$ cat config.mk
export PLATFORM = sky130hd
export DESIGN_NAME = operand_loader_flat
export DESIGN_NICKNAME = d
export VERILOG_FILES = /design/src/rtl/operand_loader_if.sv /design/src/rtl/operand_loader.sv /design/src/flat_wrapper.sv
export SDC_FILE = /design/constraint.sdc
export NUM_CORES = 1
export LEC_CHECK = 0
export CORE_UTILIZATION = 40
export DETAILED_ROUTE_END_ITERATION = 7
export PLACE_DENSITY_LB_ADDON = 0.08
export SYNTH_ARGS = -nofsm -noshare
export SYNTH_HDL_FRONTEND = slang
export SYNTH_SLANG_ARGS = --single-unit
$ cat constraint.sdc
create_clock -name i_clock -period 1.35 [get_ports i_clock]
set_input_delay 0.405 -clock i_clock [delete_from_list [all_inputs] [get_ports i_clock]]
set_output_delay 0.405 -clock i_clock [all_outputs]
set_load 0.01 [all_outputs]
$ cat src/rtl/operand_loader_if.sv
// Operand loader bus: raw board inputs in, captured operand set and handshake out.
interface operand_loader_if #(
  parameter int NB_DATA    = 8,
  parameter int NB_OP      = 6,
  parameter int N_OPERANDS = 2
);
  logic [N_OPERANDS:0]            i_buttons;
  logic [NB_DATA-1:0]             i_switches;
  logic                           i_mode;
  logic                           i_ready;
  logic [N_OPERANDS*NB_DATA-1:0]  o_operands;
  logic [NB_OP-1:0]               o_operation;
  logic                           o_valid;
  logic [N_OPERANDS:0]            o_loaded;

  modport master (
    output i_buttons, i_switches, i_mode, i_ready,
    input  o_operands, o_operation, o_valid, o_loaded
  );

  modport slave (
    input  i_buttons, i_switches, i_mode, i_ready,
    output o_operands, o_operation, o_valid, o_loaded
  );
endinterface

$ cat src/rtl/operand_loader.sv
// Captures ALU operands and opcode from switches on debounced button presses,
// in direct or sequential mode, and hands the set over via valid/ready.
module operand_loader #(
  parameter int NB_DATA         = 8,
  parameter int NB_OP           = 6,
  parameter int N_OPERANDS      = 2,
  parameter int DEBOUNCE_CYCLES = 4
) (
  input  logic           i_clock,
  input  logic           i_reset,
  operand_loader_if.slave bus
);
  localparam int unsigned NBTN = N_OPERANDS + 1;
  localparam int CW = (DEBOUNCE_CYCLES > 1) ? $clog2(DEBOUNCE_CYCLES) : 1;
  localparam int IW = $clog2(N_OPERANDS + 2);
  localparam logic [CW-1:0] CNT_LAST = CW'(DEBOUNCE_CYCLES - 1);
  localparam logic [IW-1:0] IDX_OPCODE = IW'(N_OPERANDS);

  typedef enum logic {S_COLLECT, S_VALID} state_t;

  state_t                              state_q, state_d;
  logic [NBTN-1:0]                     sync1_q, sync1_d, sync2_q, sync2_d;
  logic [NBTN-1:0]                     deb_q, deb_d, deb_dly_q, deb_dly_d;
  logic [NBTN-1:0][CW-1:0]             cnt_q, cnt_d;
  logic [N_OPERANDS-1:0][NB_DATA-1:0]  operands_q, operands_d;
  logic [NB_OP-1:0]                    operation_q, operation_d;
  logic [NBTN-1:0]                     loaded_q, loaded_d;
  logic [IW-1:0]                       idx_q, idx_d;
  logic                                mode_q, mode_d;

  logic [NBTN-1:0] pulse;
  logic            mode_change;
  logic            all_loaded;

  assign pulse       = deb_q & ~deb_dly_q;
  assign mode_change = bus.i_mode != mode_q;
  assign all_loaded  = &loaded_q;

  always_ff @(posedge i_clock) begin
    if (i_reset) begin
      state_q     <= S_COLLECT;
      sync1_q     <= '0;
      sync2_q     <= '0;
      deb_q       <= '0;
      deb_dly_q   <= '0;
      cnt_q       <= '0;
      operands_q  <= '0;
      operation_q <= '0;
      loaded_q    <= '0;
      idx_q       <= '0;
      mode_q      <= bus.i_mode;
    end else begin
      state_q     <= state_d;
      sync1_q     <= sync1_d;
      sync2_q     <= sync2_d;
      deb_q       <= deb_d;
      deb_dly_q   <= deb_dly_d;
      cnt_q       <= cnt_d;
      operands_q  <= operands_d;
      operation_q <= operation_d;
      loaded_q    <= loaded_d;
      idx_q       <= idx_d;
      mode_q      <= mode_d;
    end
  end

  // A level is accepted only after DEBOUNCE_CYCLES consecutive mismatching samples.
  always_comb begin
    sync1_d   = bus.i_buttons;
    sync2_d   = sync1_q;
    deb_d     = deb_q;
    deb_dly_d = deb_q;
    cnt_d     = cnt_q;
    for (int unsigned k = 0; k < NBTN; k++) begin
      if (sync2_q[k] == deb_q[k]) begin
        cnt_d[k] = '0;
      end else if (cnt_q[k] == CNT_LAST) begin
        deb_d[k] = sync2_q[k];
        cnt_d[k] = '0;
      end else begin
        cnt_d[k] = cnt_q[k] + 1'b1;
      end
    end
  end

  always_comb begin
    state_d = state_q;
    if (mode_change) begin
      state_d = S_COLLECT;
    end else begin
      case (state_q)
        S_COLLECT: if (all_loaded)  state_d = S_VALID;
        S_VALID:   if (bus.i_ready) state_d = S_COLLECT;
        default:                    state_d = S_COLLECT;
      endcase
    end
  end

  // Mode change outranks both the handshake and any press in the same cycle.
  always_comb begin
    operands_d  = operands_q;
    operation_d = operation_q;
    loaded_d    = loaded_q;
    idx_d       = idx_q;
    mode_d      = bus.i_mode;
    if (mode_change) begin
      loaded_d = '0;
      idx_d    = '0;
    end else if (state_q == S_VALID) begin
      if (bus.i_ready) begin
        loaded_d = '0;
        idx_d    = '0;
      end
    end else if (!mode_q) begin
      for (int unsigned k = 0; k < N_OPERANDS; k++) begin
        if (pulse[k]) begin
          operands_d[k] = bus.i_switches;
          loaded_d[k]   = 1'b1;
        end
      end
      if (pulse[N_OPERANDS]) begin
        operation_d          = bus.i_switches[NB_OP-1:0];
        loaded_d[N_OPERANDS] = 1'b1;
      end
    end else if (pulse[0] && idx_q <= IDX_OPCODE) begin
      for (int unsigned k = 0; k < N_OPERANDS; k++) begin
        if (idx_q == IW'(k)) begin
          operands_d[k] = bus.i_switches;
          loaded_d[k]   = 1'b1;
        end
      end
      if (idx_q == IDX_OPCODE) begin
        operation_d          = bus.i_switches[NB_OP-1:0];
        loaded_d[N_OPERANDS] = 1'b1;
      end
      idx_d = idx_q + 1'b1;
    end
  end

  always_comb begin
    bus.o_operands  = operands_q;
    bus.o_operation = operation_q;
    bus.o_valid     = (state_q == S_VALID);
    bus.o_loaded    = loaded_q;
  end
endmodule

$ cat src/flat_wrapper.sv
// flat-port wrapper written by rule: the top's interface ports become plain ports
module operand_loader_flat 
#(
  parameter int NB_DATA         = 8,
  parameter int NB_OP           = 6,
  parameter int N_OPERANDS      = 2,
  parameter int DEBOUNCE_CYCLES = 4
)
  (i_clock, i_reset, bus_i_buttons, bus_i_switches, bus_i_mode, bus_i_ready, bus_o_operands, bus_o_operation, bus_o_valid, bus_o_loaded);
  operand_loader_if #(.NB_DATA(NB_DATA), .NB_OP(NB_OP), .N_OPERANDS(N_OPERANDS)) bus_i ();
  input  logic i_clock;
  input  logic i_reset;
  input wire logic [$bits(bus_i.i_buttons)-1:0] bus_i_buttons;
  input wire logic [$bits(bus_i.i_switches)-1:0] bus_i_switches;
  input wire logic [$bits(bus_i.i_mode)-1:0] bus_i_mode;
  input wire logic [$bits(bus_i.i_ready)-1:0] bus_i_ready;
  output wire logic [$bits(bus_i.o_operands)-1:0] bus_o_operands;
  output wire logic [$bits(bus_i.o_operation)-1:0] bus_o_operation;
  output wire logic [$bits(bus_i.o_valid)-1:0] bus_o_valid;
  output wire logic [$bits(bus_i.o_loaded)-1:0] bus_o_loaded;
  assign bus_i.i_buttons = bus_i_buttons;
  assign bus_i.i_switches = bus_i_switches;
  assign bus_i.i_mode = bus_i_mode;
  assign bus_i.i_ready = bus_i_ready;
  assign bus_o_operands = bus_i.o_operands;
  assign bus_o_operation = bus_i.o_operation;
  assign bus_o_valid = bus_i.o_valid;
  assign bus_o_loaded = bus_i.o_loaded;
  operand_loader #(.NB_DATA(NB_DATA), .NB_OP(NB_OP), .N_OPERANDS(N_OPERANDS), .DEBOUNCE_CYCLES(DEBOUNCE_CYCLES)) u_core (.i_clock(i_clock), .i_reset(i_reset), .bus(bus_i));
endmodule
==> results of run 1 <==
## cell families (layout without fill, tap and decap cells)
kind of cell	count (synthesis)	in the layout	share of synthesized area (%)
multiplexers	25	25	12.79
flip-flops	47	47	48.08
AND/OR/NAND/NOR	71	71	22.76
adder cells (fa/ha/maj)	7	7	4.475
AO/OA/AOI/OAI	17	17	7.225
XOR/XNOR	3	3	1.343
buffers and inverters	16	82	3.325
## through the flow
stage | power (uW) | area, um^2 | util, %
finish | 2531 | 2820 | 59.71
global route | 2639 | 2820 | 59.71
global placement | 1580 | 2595 | 54.94
floorplan | 1507 | 1981 | -
detailed placement | 1584 | 2595 | 54.94
CTS | 2559 | 2733 | 57.85
## flip-flops by register name, summed over array words and instances, names as in the netlist, 3 cells and up
register,count
u_core.bus.o_operands,16
u_core.sync1_q,3
u_core.bus.o_loaded,3
u_core.cnt_q,6
u_core.deb_dly_q,3
u_core.sync2_q,3
u_core.deb_dly_d,3
u_core.bus.o_operation,6
## routing by layer
| metal | up-vias | part of all wire [%] |
|---|---|---|
| li1 | 760 | - |
| met1 | 695 | 46 |
| met2 | 33 | 49 |
| met3 | 7 | 3.2 |
| met4 | 0 | 1.3 |
| met5 | - | 0 |
## power groups by stage
stage / combinational [uW] / clock, uW / sequential, uW
after floorplan: 69.9 / 0 / 1440
after global placement: 140 / 0 / 1440
after detailed placement: 144 / 0 / 1440
after CTS: 145 / 1010 / 1400
after global routing: 166 / 1070 / 1400
final: 153 / 978 / 1400
## worst max-delay path: cells and delay by family, from the launching register on
kind / cells / cell delay [ps]
flops: 1 / 380
fa+ha+maj: 1 / 180
compound gates: 1 / 110
simple gates: 2 / 710
## worst paths after layout
path	to	slack, ps	cells past startpoint
min reg2reg	u_core.cnt_q[0]$_SDFF_PP0_	420	1
min	u_core.mode_q$_DFF_P_	300	1
max	u_core.idx_q[0]$_SDFFE_PP0P_	-100	4
max reg2reg	u_core.idx_q[0]$_SDFFE_PP0P_	-100	4
## cells in the final DEF (no fill, tap or decap), drive strengths merged, types with 9 or more instances in the layout
| cell | count |
|---|---|
| nor2b | 9 |
| mux2i | 25 |
| nor2 | 12 |
| clkdlybuf4s50 | 13 |
| clkdlybuf4s15 | 10 |
| buf | 28 |
| dlygate4sd2 | 16 |
| nand2b | 33 |
| dfxtp | 47 |
## synth_stat cells
master,n
nand4b_1,2
a311oi_1,1
nand2_1,2
or2_2,1
a211o_1,1
a22oi_4,1
a211oi_2,1
nand2b_1,33
a21oi_1,3
and4b_1,2
nor3_1,1
or3b_1,1
nor3b_1,1
a31oi_1,1
nor2b_2,1
o21ai_1,1
or2_1,1
or3_1,4
clkbuf_1,5
mux2i_1,25
a22oi_1,1
nor3b_4,1
inv_1,7
a221oi_1,1
nor2_1,12
a21o_1,1
buf_2,4
o211ai_1,2
dfxtp_1,47
nor2b_1,8
xnor2_1,3
ha_1,7
a211oi_1,2
a221o_1,1
nor3b_2,1
## area by class of cell
type / instances / area [um^2] / area share (%)
Multi-Input combinational cell: 123 / 1041 / 36.91
Sequential cell: 47 / 955.9 / 33.90
Timing Repair Buffer: 68 / 605.6 / 21.47
Tap cell: 67 / 83.83 / 2.972
Clock buffer: 6 / 72.57 / 2.573
Inverter: 7 / 31.28 / 1.109
Clock inverter: 1 / 30.03 / 1.065
## what timing repair did
item,4_1_cts,5_1_grt
gates resized for setup,44,23
buffers inserted,3,4
setup endpoints to repair,54,35
pin swaps,6,11
==> results by group, run 1 <==
Logic synthesis
  – Synth top area share: 48.08%
  – Syn Area/Cell: 10.52 um^2
  – Post-synth cell types: 35
  – Area leader, netlist: dfxtp_1
  – Post-Syn Area: 0.001957 mm^2
  – Synth Instances: 186
  – FF+latch count, synth: 47
  – Syn Nets: 208
  – Top post-synthesis cells by area: dfxtp_1 48%, mux2i_1 13%, nand2b_1 11%, ha_1 4.5%, nor2b_1 2.6%
  – Post-synthesis sequential area ratio: about half
  – YS warnings: 0

Global route
  – Initial antenna violation count: 0
  – First-pass GRT wire length: approximately 6600 um
  – Most used routing layer in global routing: met2
  – GR Overflow Total: 0
  – Met1 Usage GRT: 19.68%
  – Grt met3 use: 3.889%
  – Vias in the first global route: 1483
  – Pin count of the biggest net entering global routing: 27
  – GRT Resource Usage Total: between 15 and 20%
  – Met2 global-route usage: between 20 and 30%

Placed design
  – Port Buffer Count: 40
  – Placement Setup Slack: -561.3 ps
  – Dpl hpwl: just under 3000 um
  – Routability-driven placement congestion ratio: 0.8434
  – # placed instances: 306

Route
  – Post-Route WL: 4030 um
  – ANT nets after route: 0
  – Routed via count: roughly 1500
  – Initial DRC Count: 18
  – First-pass detailed-route iteration total: 4
  – DRC errors left: 0
  – Via density per instance: ~4.7
  – Wire per inst: between 10 and 15 um

STA
  – Final setup margin: -102.3 ps
  – Tmin final: 1452 ps
  – Final worst-path cycle share: 107.6%
  – Worst-Margin Slew: 365.1 ps
  – Fin Setup TNS: -1416 ps
  – Worst-case clock skew: ~4 ps
  – FMAX: 0.6886 GHz
  – Final setup viols: 23
  – Hold_ws: 302.1 ps
  – Max-slew headroom: 75.61%
  – Final slew viol count: 0
  – Hold Fails Final Rpt: 0
  – RSZ-0062 raised after global routing: true

Setup path
  – Critical Path Source: u_core.idx_q[0]$_SDFFE_PP0P_
  – Setup Crit Path Kind: flip-flop to flip-flop
  – Crit path max fanout: 4
  – Critical Path Max Stage Delay: 380 ps
  – Slowest CP cell: dfxtp_4
  – Cells along the critical path: ha_4, or3b_4, or3_4, a21oi_2
  – Startpoint Class: flip-flop
  – Worst EP required: 1570 ps
  – CP arrival: 1680 ps
  – Worst Setup End Kind: flip-flop
  – Worst r2r src: u_core.idx_q[0]$_SDFFE_PP0P_

Die
  – Die width: 71.95 um
  – Die area: 0.005176 mm^2
  – Num ports: 41
  – Row count: 25
  – Die Span Y: roughly 72 um
  – Initial Util: 41.43%
  – Core ar.: roughly 0.0047 mm^2

Run status
  – Status: finished, violations left
  – Failing checks: negative setup slack

Clocking
  – Latest clock arrival within the worst-skew pair: 290 ps
  – H-tree depth: 2
  – Clock tree sinks: 47
  – Clock buffer count from CTS: 5
  – Clock-pin slew on the worst setup and hold paths: 80 ps
  – # hold bufs at CTS: 0
  – Clk root buf: clkbuf_8
  – Maximum buffer depth of the clock tree: 2
  – CTS tree: built

Pwr
  – VDD IR-drop max: 0.5461 mV
  – Share of power burned in the clock network: roughly two fifths
  – Cell Int Power: slightly above 2000 uW
  – Sequential power share: about 55%
  – Comb pwr share: 6.0%
  – Static leakage power: 0.001296 uW
  – Switching Fraction: ~20%
  – Psw: 507.5 uW
  – Pwr per Cell Area: 897.5 mW/mm^2

Worst hold path
  – Hold Crit Class: input port to flip-flop
  – Min-delay src: bus_i_mode

Finish
  – Fill count: roughly 400
  – Layout cell share with drive strength beyond 1: between 20% and 30%
  – Ant diodes: 0
  – Nets@finish: 274
  – Area Overhead vs Synth: 44.12%
  – Layout Cells excl Fill: 319

Run
  – Max-Cap Viols: 0
No activity file was read; power rests on OpenSTA's default activity.
==> run 2: changes to the inputs <==
==> constraint.sdc (replaced) <==
create_clock -name i_clock -period 1.35 [get_ports i_clock]
set_input_delay 0.27 -clock i_clock [delete_from_list [all_inputs] [get_ports i_clock]]
set_output_delay 0.27 -clock i_clock [all_outputs]
set_load 0.01 [all_outputs]
==> results by group, run 2 (same netlist as run 1, synthesis figures left out) <==
Die
  – Row count: 25 (unchanged)
  – Die area: 0.005176 mm^2 (unchanged)
  – Die width: 71.95 um (unchanged)
  – Die Span Y: 71.95 um (unchanged)
  – Core ar.: 0.004723 mm^2 (unchanged)
  – Num ports: 41 (unchanged)
  – Initial Util: 41.43% (unchanged)

Pwr
  – Static leakage power: 0.001312 uW (was 0.001296 uW)
  – Pwr per Cell Area: 935.3 mW/mm^2 (was 897.5 mW/mm^2)
  – Total design power: 2612 uW (was 2531 uW)
  – VDD IR-drop max: 0.6150 mV (was 0.5461 mV)

Clocking
  – Latest clock arrival within the worst-skew pair: 300 ps (was 290 ps)
  – Clk root buf: clkbuf_8 (unchanged)
  – Clock buffer count from CTS: 5 (unchanged)
  – CTS tree: built (unchanged)
  – H-tree depth: 2 (unchanged)
  – Clock-pin slew on the worst setup and hold paths: 90 ps (was 80 ps)
  – Maximum buffer depth of the clock tree: 2 (unchanged)
  – # hold bufs at CTS: 0 (unchanged)
  – Clock tree sinks: 47 (unchanged)

Run status
  – Failing checks: negative setup slack (unchanged)
  – Status: finished, violations left (unchanged)

STA
  – Hold Fails Final Rpt: 0 (unchanged)
  – Tmin final: 1522 ps (was 1452 ps)
  – Final slew viol count: 0 (unchanged)
  – Worst-case clock skew: 6.694 ps (was 3.986 ps)
  – FMAX: 0.6571 GHz (was 0.6886 GHz)
  – Max-slew headroom: 83.04% (was 75.61%)
  – RSZ-0062 raised after global routing: true (unchanged)
  – Final worst-path cycle share: 112.7% (was 107.6%)
  – Final setup viols: 24 (was 23)
  – Final setup margin: -171.8 ps (was -102.3 ps)
  – Worst-Margin Slew: 252.9 ps (was 365.1 ps)

Global route
  – Vias in the first global route: 1561 (was 1483)
  – Initial antenna violation count: 0 (unchanged)
  – First-pass GRT wire length: 6768 um (was 6637 um)
  – GRT Resource Usage Total: 16.81% (was 16.47%)
  – Pin count of the biggest net entering global routing: 24 (was 27)
  – GR Overflow Total: 0 (unchanged)

Finish
  – Area Overhead vs Synth: 42.71% (was 44.12%)
  – Commonest non-fill, non-tap cells in the layout: 42 x dfxtp_1, 33 x nand2b_1, 27 x dlygate4sd2_1 (was 43 x dfxtp_1, 33 x nand2b_1, 25 x mux2i_1, 25 x buf_4, 16 x dlygate4sd2_1)
  – Multi-input gate area: 0.001041 mm^2 (unchanged)
  – Max reg flops: 16 (unchanged)
  – Register area: 957.2 um^2 (was 955.9 um^2)
  – Nets@finish: 269 (was 274)
  – Layout Cells excl Fill: 315 (was 319)
  – Layout cell share with drive strength beyond 1: 22.98% (was 23.81%)
  – Commonest non-fill, non-tap cell in the layout: dfxtp_1 (unchanged)
  – Finished layout cell area: 0.002793 mm^2 (was 0.002820 mm^2)
  – Final Util: 59.13% (was 59.71%)
  – Fill count: 432 (was 399)
  – Ant diodes: 0 (unchanged)

Placed design
  – Dpl hpwl: 2870 um (was 2899 um)
  – Placed Area: 0.002572 mm^2 (was 0.002595 mm^2)
  – Port Buffer Count: 40 (unchanged)
  – Routability-driven placement congestion ratio: 0.7772 (was 0.8434)
  – Placement Setup Slack: -433.7 ps (was -561.3 ps)
  – # placed instances: 303 (was 306)

Setup path
  – Setup Crit Path Kind: flip-flop to flip-flop (unchanged)
  – Worst Setup End Kind: flip-flop (unchanged)
  – Worst EP required: 1580 ps (was 1570 ps)
  – Startpoint Class: flip-flop (unchanged)
  – CP arrival: 1750 ps (was 1680 ps)
  – Crit path max fanout: 5 (was 4)

Route
  – First-pass detailed-route iteration total: 4 (unchanged)
  – Routed via count: 1491 (was 1495)
  – Post-Route WL: 4148 um (was 4030 um)
  – Initial DRC Count: 44 (was 18)
  – Via density per instance: 4.733 (was 4.687)
  – DRC errors left: 0 (unchanged)
  – ANT nets after route: 0 (unchanged)
  – Wire per inst: 13.17 um (was 12.63 um)

Worst hold path
  – Hold Crit Class: input port to flip-flop (unchanged)

Run
  – Max-Cap Viols: 0 (unchanged)
run 2: layout make-up:
class | count | area share (%)
flip-flops and latches | 47 | 34.27
clock buffers | 5 | 2.464
multi-input cells | 123 | 37.28
well taps | 67 | 3.002
repair buffers | 63 | 20.16
inverters | 7 | 1.120
clock inverters | 3 | 1.703
run 2: metal layers:
metal | GRT usage (%) | share of wire (%) | vias to the layer above
li1 | - | - | 750
met1 | 19.30 | 46 | 698
met2 | 29.66 | 49 | 33
met3 | 4.444 | 3.4 | 10
met4 | 6.972 | 1.7 | 0
met5 | 0 | 0 | -
run 2: power by group:
group	internal [uW]	total [uW]	switching, uW	leakage, uW
registers	1390	1400	9.97	0.000384
logic	86.8	150	63.0	0.000869
clock network	562	1060	499	0.0000587
total	2040	2610	572	0.00131
run 2: final timing paths:
kind,from,to,slack (ps),cells past startpoint
max,u_core.idx_q[0]$_SDFFE_PP0P_,u_core.idx_q[0]$_SDFFE_PP0P_,-170,4
min reg2reg,u_core.cnt_q[0]$_SDFF_PP0_,u_core.cnt_q[0]$_SDFF_PP0_,420,1
max reg2reg,u_core.idx_q[0]$_SDFFE_PP0P_,u_core.idx_q[0]$_SDFFE_PP0P_,-170,4
min,bus_i_mode,u_core.mode_q$_DFF_P_,350,1
run 2: repair_timing:
action,4_1_cts,5_1_grt
pin swaps,6,6
endpoints found under the setup margin,52,27
buffers inserted,3,1
gates resized for setup,53,4
run 2: critical path: stages, from the launching register on:
cell     delay [ps]
dfxtp_4         390
ha_4            180
or3b_4          400
or3_1           340
a21oi_2         140
run 2: metrics by stage:
stage	hold slack, ps	TNS (ps)
after CTS	319.6	-1953
after floorplan	297.7	-12.95
after global placement	404.3	-8581
after global routing	332.2	-3257
after detailed placement	409.0	-9772
final	349.6	-1737
